File: src/rtl/bus_responder.sv
// Memory-side responder for the hmc-6502 bus: one access at a time, programmable wait states, RAM + vector bank.
// Optional `define BUS_RESPONDER_COUNT_EN adds rd_count/wr_count access counters.
module bus_responder #(
    parameter int          DEPTH     = 256,
    parameter logic [15:0] RESET_VEC = 16'h0200,
    parameter logic [15:0] IRQ_VEC   = 16'h0300,
    parameter logic [7:0]  OPEN_BUS  = 8'hFF
) (
    input  logic        ph1,
    input  logic        reset_b,
    input  logic        req,
    input  logic        rw,
    input  logic [15:0] addr,
    input  logic [7:0]  wdata,
    input  logic [3:0]  wait_cfg,
    output logic [7:0]  rdata,
    output logic        ack,
    output logic        busy,
    output logic        err,
    output logic [1:0]  dbg_state
`ifdef BUS_RESPONDER_COUNT_EN
    ,
    output logic [15:0] rd_count,
    output logic [15:0] wr_count
`endif
);

    localparam int AW = (DEPTH > 1) ? $clog2(DEPTH) : 1;

    typedef enum logic [1:0] {IDLE = 2'd0, WAIT = 2'd1, RESP = 2'd2} state_t;

    // Handshake: the requester raises req with rw/addr/wdata/wait_cfg valid and holds
    // req until it sees the one-cycle ack; everything is captured on the IDLE edge.
    state_t      state_q, state_d;
    logic [3:0]  cnt_q, cnt_d;
    logic        rw_q, rw_d;
    logic [15:0] addr_q, addr_d;
    logic [7:0]  wdata_q, wdata_d;
    logic [7:0]  rdata_q, rdata_d;
    logic        ack_q, ack_d;
    logic        busy_q, busy_d;
    logic        err_q, err_d;
`ifdef BUS_RESPONDER_COUNT_EN
    logic [15:0] rd_count_q, rd_count_d;
    logic [15:0] wr_count_q, wr_count_d;
`endif

    logic [7:0]  mem [DEPTH];
    logic        is_ram, is_vec, resp_err, mem_we;
    logic [15:0] vec_word;
    logic [7:0]  vec_byte, rd_byte;

    always_comb begin
        is_ram   = ({16'h0000, addr_q} < DEPTH);
        is_vec   = !is_ram && (addr_q >= 16'hFFFA);
        // 0xFFFC/D is the reset vector; NMI (0xFFFA/B) and IRQ (0xFFFE/F) share IRQ_VEC.
        vec_word = (addr_q[2:1] == 2'b10) ? RESET_VEC : IRQ_VEC;
        vec_byte = addr_q[0] ? vec_word[15:8] : vec_word[7:0];
        rd_byte  = is_ram ? mem[addr_q[AW-1:0]] : (is_vec ? vec_byte : OPEN_BUS);
        resp_err = !is_ram && !(is_vec && rw_q);
        mem_we   = reset_b && (state_q == RESP) && !rw_q && is_ram;
    end

    always_comb begin
        state_d = state_q;
        cnt_d   = cnt_q;
        rw_d    = rw_q;
        addr_d  = addr_q;
        wdata_d = wdata_q;
        rdata_d = rdata_q;
        ack_d   = 1'b0;
        err_d   = 1'b0;
        busy_d  = busy_q;
`ifdef BUS_RESPONDER_COUNT_EN
        rd_count_d = rd_count_q;
        wr_count_d = wr_count_q;
`endif
        case (state_q)
            IDLE: begin
                busy_d = req;
                if (req) begin
                    rw_d    = rw;
                    addr_d  = addr;
                    wdata_d = wdata;
                    if (wait_cfg == 4'd0) begin
                        state_d = RESP;
                    end else begin
                        cnt_d   = wait_cfg;
                        state_d = WAIT;
                    end
                end
            end
            WAIT: begin
                busy_d = 1'b1;
                cnt_d  = cnt_q - 4'd1;
                if (cnt_q == 4'd1) state_d = RESP;
            end
            RESP: begin
                // Outputs are registered, so ack/err/rdata appear in the cycle after RESP,
                // while busy stays high through that cycle.
                busy_d  = 1'b1;
                ack_d   = 1'b1;
                err_d   = resp_err;
                if (rw_q) rdata_d = rd_byte;
                state_d = IDLE;
`ifdef BUS_RESPONDER_COUNT_EN
                if (rw_q) rd_count_d = rd_count_q + 16'd1;
                else      wr_count_d = wr_count_q + 16'd1;
`endif
            end
            default: state_d = IDLE;
        endcase
    end

    always_ff @(posedge ph1 or negedge reset_b) begin
        if (!reset_b) begin
            state_q <= IDLE;
            cnt_q   <= 4'd0;
            rw_q    <= 1'b1;
            addr_q  <= 16'h0000;
            wdata_q <= 8'h00;
            rdata_q <= 8'h00;
            ack_q   <= 1'b0;
            busy_q  <= 1'b0;
            err_q   <= 1'b0;
`ifdef BUS_RESPONDER_COUNT_EN
            rd_count_q <= 16'h0000;
            wr_count_q <= 16'h0000;
`endif
        end else begin
            state_q <= state_d;
            cnt_q   <= cnt_d;
            rw_q    <= rw_d;
            addr_q  <= addr_d;
            wdata_q <= wdata_d;
            rdata_q <= rdata_d;
            ack_q   <= ack_d;
            busy_q  <= busy_d;
            err_q   <= err_d;
`ifdef BUS_RESPONDER_COUNT_EN
            rd_count_q <= rd_count_d;
            wr_count_q <= wr_count_d;
`endif
        end
    end

    // RAM contents survive reset; a write is dropped if reset hits during RESP.
    always_ff @(posedge ph1) begin
        if (mem_we) mem[addr_q[AW-1:0]] <= wdata_q;
    end

    assign rdata     = rdata_q;
    assign ack       = ack_q;
    assign busy      = busy_q;
    assign err       = err_q;
    assign dbg_state = state_q;
`ifdef BUS_RESPONDER_COUNT_EN
    assign rd_count  = rd_count_q;
    assign wr_count  = wr_count_q;
`endif

endmodule

File: config.mk
export PLATFORM = sky130hd
export DESIGN_NAME = bus_responder
export DESIGN_NICKNAME = d
export VERILOG_FILES = /design/src/rtl/bus_responder.sv
export SDC_FILE = /design/constraint.sdc
export NUM_CORES = 2
export LEC_CHECK = 0
export ABC_AREA = 0
export CORE_MARGIN = 3
export CORE_UTILIZATION = 50
export DETAILED_ROUTE_END_ITERATION = 10
export GPL_ROUTABILITY_DRIVEN = 0
export MAX_ROUTING_LAYER = met4
export PLACE_DENSITY_LB_ADDON = 0.25
export SLEW_MARGIN = 20
export SYNTH_ARGS = -nofsm -noshare
export SYNTH_HDL_FRONTEND = slang
export SYNTH_SLANG_ARGS = --single-unit
File: constraint.sdc
create_clock -name ph1 -period 12.1 [get_ports ph1]
set_input_delay 2.42 -clock ph1 [delete_from_list [all_inputs] [get_ports ph1]]
set_output_delay 2.42 -clock ph1 [all_outputs]
set_load 0.01 [all_outputs]
* Word-level counts from Yosys, hierarchy flattened *
Memory sizes are Yosys's and may differ from the RTL's.
Index checks and enable logic that the tools add are counted.

word-level totals
  output and inout bits = 13
  memories kept = 1
  logic and storage cells = 54
  input port bits = 32
  flip-flop bits (word level) = 42
  memory bits (writable) = 2,048

cells by class
  add/subtract/negate cells = 1
  order comparisons = 2
  equality and inequality tests = 7
  reductions and logical operators = 18
  muxes and demuxes = 16

memory list
  memory  depth  bits a word  read ports  clocked after Yosys merged registers in  wr ports  line  RTL
  mem     256    8            1           0                                        1         48    logic [7:0] mem [DEPTH];

operators by type and width
  operator                                              count
  2-to-1 mux 8 bit                                      3
  >= comparator 16 bit (second input constant)          1
  < comparator 16 x 9 -> 1 bit (second input constant)  1
  2-to-1 mux 9 bit                                      1
  2-to-1 mux 4 bit                                      2
  one-hot mux 4 bit (2 select lines)                    1
  logical AND 1 bit                                     6
  2-to-1 mux 2 bit                                      3
  != test 2 bit (second input constant)                 3
  AND reduction 2 bit                                   3
  equality test 2 bit (second input constant)           2
  equality test 4 x 1 -> 1 bit (second input constant)  1
  logical NOT 4 bit                                     1
  2-to-1 mux 1 bit                                      4
  one-hot mux 2 bit (2 select lines)                    1
  nonzero test 2 bit                                    2
  subtractor 4 x 1 -> 4 bit (second input constant)     1
  logical NOT 1 bit                                     3
  AND reduction 3 bit                                   1
  equality test 2 x 1 -> 1 bit (second input constant)  1
  logical NOT 2 bit                                     1
  one-hot mux 1 bit (2 select lines)                    1
  OR reduction 2 bit                                    1

* Depth between registers and ports, before layout *
  depth after elaboration = 7
  gate-level depth with buffers = 12
  mapped depth without buffers = 8

* Least setup slack after synthesis *
OpenSTA, ideal clock, no wires.

  kind = input-to-reg
  from = input reset_b
  to = memory mem[198][0] (enable)
  arrival time = 3,916 ps
  path slack = 7,814 ps
  cell stages on the path = 6
  data required time = 11,730 ps
  setup time = 370 ps
  path buffers = 1
  cells stage by stage = nand2_1 or3_1 nor3_1 nand2_1 clkbuf_1 nor2_1

on the way
  word-level cells in the longest chain between the ends = 5

ends and longest elaborated chain
  what                                    line  RTL
  from (decl)                             10    input logic reset_b,
  logical AND 1 bit (3 in series)         61    mem_we = reset_b && (state_q == RESP) && !rw_q && is_ram;
  2-to-1 mux 1 bit                        149   if (mem_we) mem[addr_q[AW-1:0]] <= wdata_q;
  2-to-1 mux 1 bit (not written as such)  149
  to (decl)                               48

Every way passes these cells.

* Worst setup path in the final report *
  from = input reset_b
  to = memory mem[246][3] (enable)

Same word-level chain as after synthesis.

==> run summary <==
## Status
- **status** finished clean

## STA
- **fin crit share** 0.453
- **final number of max-transition violations** 0
- **shortest clock period the worst path allows after layout** 5.49 ns
- **clock tree skew after final layout** 0.0451 ns
- **Worst Max-Slew Pin Slew** 1.15 ns
- **final-report hold violation count** 0
- **final critical-path setup slack** 6.61 ns
- **number of setup violations in the final report** 0
- **top achievable clock speed** 182 MHz
- **Relative slew margins** 0.232
- **sum of negative setup slack** 0 ns
- **unrepaired setup endpoints after global routing** false

## Floorplan
- **count of pins on the block boundary** 45
- **Chip Width** 409 um
- **die extent in y** 409 um
- **die area** 167000 sq um
- **effective utilization at floorplan** 0.504
- **core region area** 161000 sq um
- **Placement Rows** 147

## Placed design
- **number of port buffers** 44
- **half-perimeter wire length of the detailed placement result** 123 mm
- **area of placed instances** 84000 sq um
- **post-place setup slack** 5.82 ns

## Yosys
- **Yosys top cell area share** 0.759
- **most frequently used flop master after synthesis** sky130_fd_sc_hd__edfxtp_1
- **sequential fraction of the synthesis area** 0.772
- **number of synthesized flops with an enable pin** 2048
- **synthesized flop and latch total** 2090
- **post-synthesis instance total** 3917
- **net count of the mapped netlist** 3955
- **ranking of synthesized cells by area** sky130_fd_sc_hd__edfxtp_1 (76%), sky130_fd_sc_hd__mux4_2 (12%), sky130_fd_sc_hd__mux2i_1 (3.3%)
- **warnings from Yosys** 0
- **leading cell type by number of instances after synthesis** sky130_fd_sc_hd__edfxtp_1
- **post-synthesis cell type with the largest combined area** sky130_fd_sc_hd__edfxtp_1
- **Synth Cell Area** 81100 sq um
- **Synth top cells by count** sky130_fd_sc_hd__edfxtp_1 (2048), sky130_fd_sc_hd__mux4_2 (426), sky130_fd_sc_hd__nor2_1 (283)
- **post-synthesis average cell area** 20.7 sq um
- **share of flip-flops with an asynchronous set or reset** 0.0201
- **number of unique standard cell types used by synthesis** 52

## Finish
- **final instance area** 90800 sq um
- **Filler Cell Count** 11.8k
- **ratio of cells with drive above 1 in the final layout** 0.211
- **net count reported at finish** 4043
- **growth of design area from synthesis to finish** 12.0%

## Detailed routing
- **number of DRC markers in iteration 0** 5319
- **antenna-violating nets left** 0
- **mean number of vias per cell** 6.32
- **number of iterations in the first detailed-routing pass** 8
- **post-detailed-route wirelength per cell** 32.3 um
- **wire length after detailed routing** 205 mm
- **count of unresolved DRC violations after routing** 0
- **total number of vias** 40.1k

## Setup path
- **cell repeated most along the worst path** sky130_fd_sc_hd__nand2_1
- **kind of cell with the highest combined delay on the critical path** simple AND/OR/NAND/NOR gates
- **buffer and inverter count on the worst path** 2
- **Worst Setup Path Type** in -> reg
- **cell chain of the critical path** buf_2 -> buf_4 -> nand2_1 -> or3_1 -> nor3_1 -> nand2_1 -> nor2_1
- **Setup crit end kind** register
- **worst path arrival time** 5.94 ns
- **startpoint type of the worst setup path** input port
- **Req. time, crit path** 12.55 ns
- **maximum fanout count along the critical path** 43
- **slowest stage cell, crit path** sky130_fd_sc_hd__nor2_1
- **delay of the slowest cell on the worst path** 0.80 ns
- **setup slack, reg-to-reg** 7.04 ns

## Clock network
- **clock sink total** 2090
- **number of H-tree branching levels** 4
- **clk slew on worst S/H paths** 0.06 ns
- **PostCTS Resize Cnt** 0
- **root buf cell** sky130_fd_sc_hd__clkbuf_16
- **maximum clock path buffer count** 3
- **number of buffers inserted during clock tree synthesis** 202
- **clock latency on the worst-skew pair** 0.85 ns
- **Post-CTS Hold Buffers** 0
- **TritonCTS clock tree** done
- **post-CTS setup-driven buffer insertion count** 0

## Worst hold path
- **type of the worst min-delay path** reg -> reg

## Global route
- **antenna violations before repair** 8
- **maximum number of pins on one net before global-route repair** 143
- **vias in the first global route** 39.5k
- **global-route wire length before repair** 294 mm
- **overall overflow remaining after global route** 0
- **overall track demand over capacity in global routing** 0.253

## Power and ir drop
- **power per unit of standard cell area** 248 nW/um^2
- **leakage power total** 28.4 nW
- **Final Power** 22.6 mW
- **worst ir drop on vdd** 0.000184 V

## Job
- **number of violations of the max-capacitance limit** 0

[registers in the layout, summed over array words and instances (netlist names)]
signal,flops
mem,2048
addr_q,16
rw_q,1
err,1
rdata,8
cnt_q,4
dbg_state,2
busy,1
wdata_q,8
ack,1
[layout make-up]
class	count	area, sq um	share of cell area
flip-flops and latches	2090	62600	0.689
multi-input cells	1581	17500	0.193
clock buffers	242	5360	0.0590
well taps	2160	2700	0.0298
clock inverters	139	1520	0.0167
repair buffers	120	1090	0.0120
inverters	10	37.5	0.000413
diodes	1	2.50	0.0000275
[layer usage]
layer  up-vias  track usage  wire length [um]
li1      16504            -                 -
met1     20949        0.368             85100
met2      2327        0.363             93200
met3       305       0.0612             21700
met4         0       0.0665              5110
met5         -            -                 0
[final timing paths]
kind                            from          end  depth (start not counted)
min in group asynchronous    reset_b         busy                          2
min reg2reg                     busy         busy                          2
max reg2reg                addr_q[1]     rdata[4]                          7
min                             busy         busy                          2
max                          reset_b  mem[246][3]                          7
max in group asynchronous    reset_b    addr_q[5]                          2
[cells by family after synthesis]
| kind of cell | count (synthesis) | synth area share |
|---|---|---|
| and+or+nand+nor | 446 | 0.0234 |
| muxes | 719 | 0.155 |
| DFF | 2090 | 0.772 |
| buffers and inverters | 246 | 0.0136 |
| adders and majority gates | 6 | 0.000926 |
| AOI/OAI and AO/OA | 410 | 0.0356 |
[cell usage in the layout, fill, tap and decap left out, types with 7 or more instances in the layout]
| cell | n |
|---|---|
| sky130_fd_sc_hd__a22oi_1 | 136 |
| sky130_fd_sc_hd__clkinv_1 | 44 |
| sky130_fd_sc_hd__bufinv_16 | 27 |
| sky130_fd_sc_hd__clkinv_2 | 36 |
| sky130_fd_sc_hd__dfrtp_1 | 28 |
| sky130_fd_sc_hd__o21ai_0 | 33 |
| sky130_fd_sc_hd__o22ai_1 | 31 |
| sky130_fd_sc_hd__nand2b_1 | 11 |
| sky130_fd_sc_hd__clkinvlp_4 | 16 |
| sky130_fd_sc_hd__clkbuf_1 | 29 |
| sky130_fd_sc_hd__clkbuf_8 | 7 |
| sky130_fd_sc_hd__a21o_1 | 12 |
| sky130_fd_sc_hd__edfxtp_1 | 2048 |
| sky130_fd_sc_hd__o31ai_1 | 7 |
| sky130_fd_sc_hd__and3_1 | 13 |
| sky130_fd_sc_hd__clkdlybuf4s50_1 | 43 |
| sky130_fd_sc_hd__mux2i_1 | 265 |
| sky130_fd_sc_hd__nand4_1 | 10 |
| sky130_fd_sc_hd__a21oi_1 | 56 |
| sky130_fd_sc_hd__mux2_2 | 28 |
| sky130_fd_sc_hd__clkbuf_16 | 206 |
| sky130_fd_sc_hd__nand2_2 | 12 |
| sky130_fd_sc_hd__dfrtp_4 | 13 |
| sky130_fd_sc_hd__mux4_2 | 426 |
| sky130_fd_sc_hd__a221oi_1 | 41 |
| sky130_fd_sc_hd__nor2_1 | 280 |
| sky130_fd_sc_hd__a31oi_1 | 24 |
| sky130_fd_sc_hd__nand2_1 | 55 |
| sky130_fd_sc_hd__buf_4 | 70 |
| sky130_fd_sc_hd__a311oi_1 | 7 |
| sky130_fd_sc_hd__a22o_1 | 14 |
| sky130_fd_sc_hd__o211ai_1 | 18 |
| sky130_fd_sc_hd__nand3_1 | 23 |
| sky130_fd_sc_hd__inv_1 | 10 |
[worst reg2reg max path, stage by stage (launching register included)]
cell                       delay [ns]
sky130_fd_sc_hd__dfrtp_4         1.01
sky130_fd_sc_hd__buf_4           0.82
sky130_fd_sc_hd__buf_4           0.87
sky130_fd_sc_hd__mux4_2          0.65
sky130_fd_sc_hd__a22oi_1         0.15
sky130_fd_sc_hd__a41oi_1         0.40
sky130_fd_sc_hd__a311oi_1        0.85
sky130_fd_sc_hd__o31ai_1         0.20
[stage by stage]
stage	hold slack, ns	util	cells
2_1_floorplan	0.502	-	3917
3_3_place_gp	0.476	0.522	5960
3_5_place_dp	0.507	0.522	5961
4_1_cts	0.520	0.565	6342
5_1_grt	0.536	0.565	6342
6_report	0.509	0.565	6343
[power breakdown]
part | internal (mW) | switching [mW]
clock | 3.75 | 2.70
combinational | 2.24 | 4.28
sequential | 9.11 | 0.473
total | 15.1 | 7.46
(Power assumes the default switching activity.)
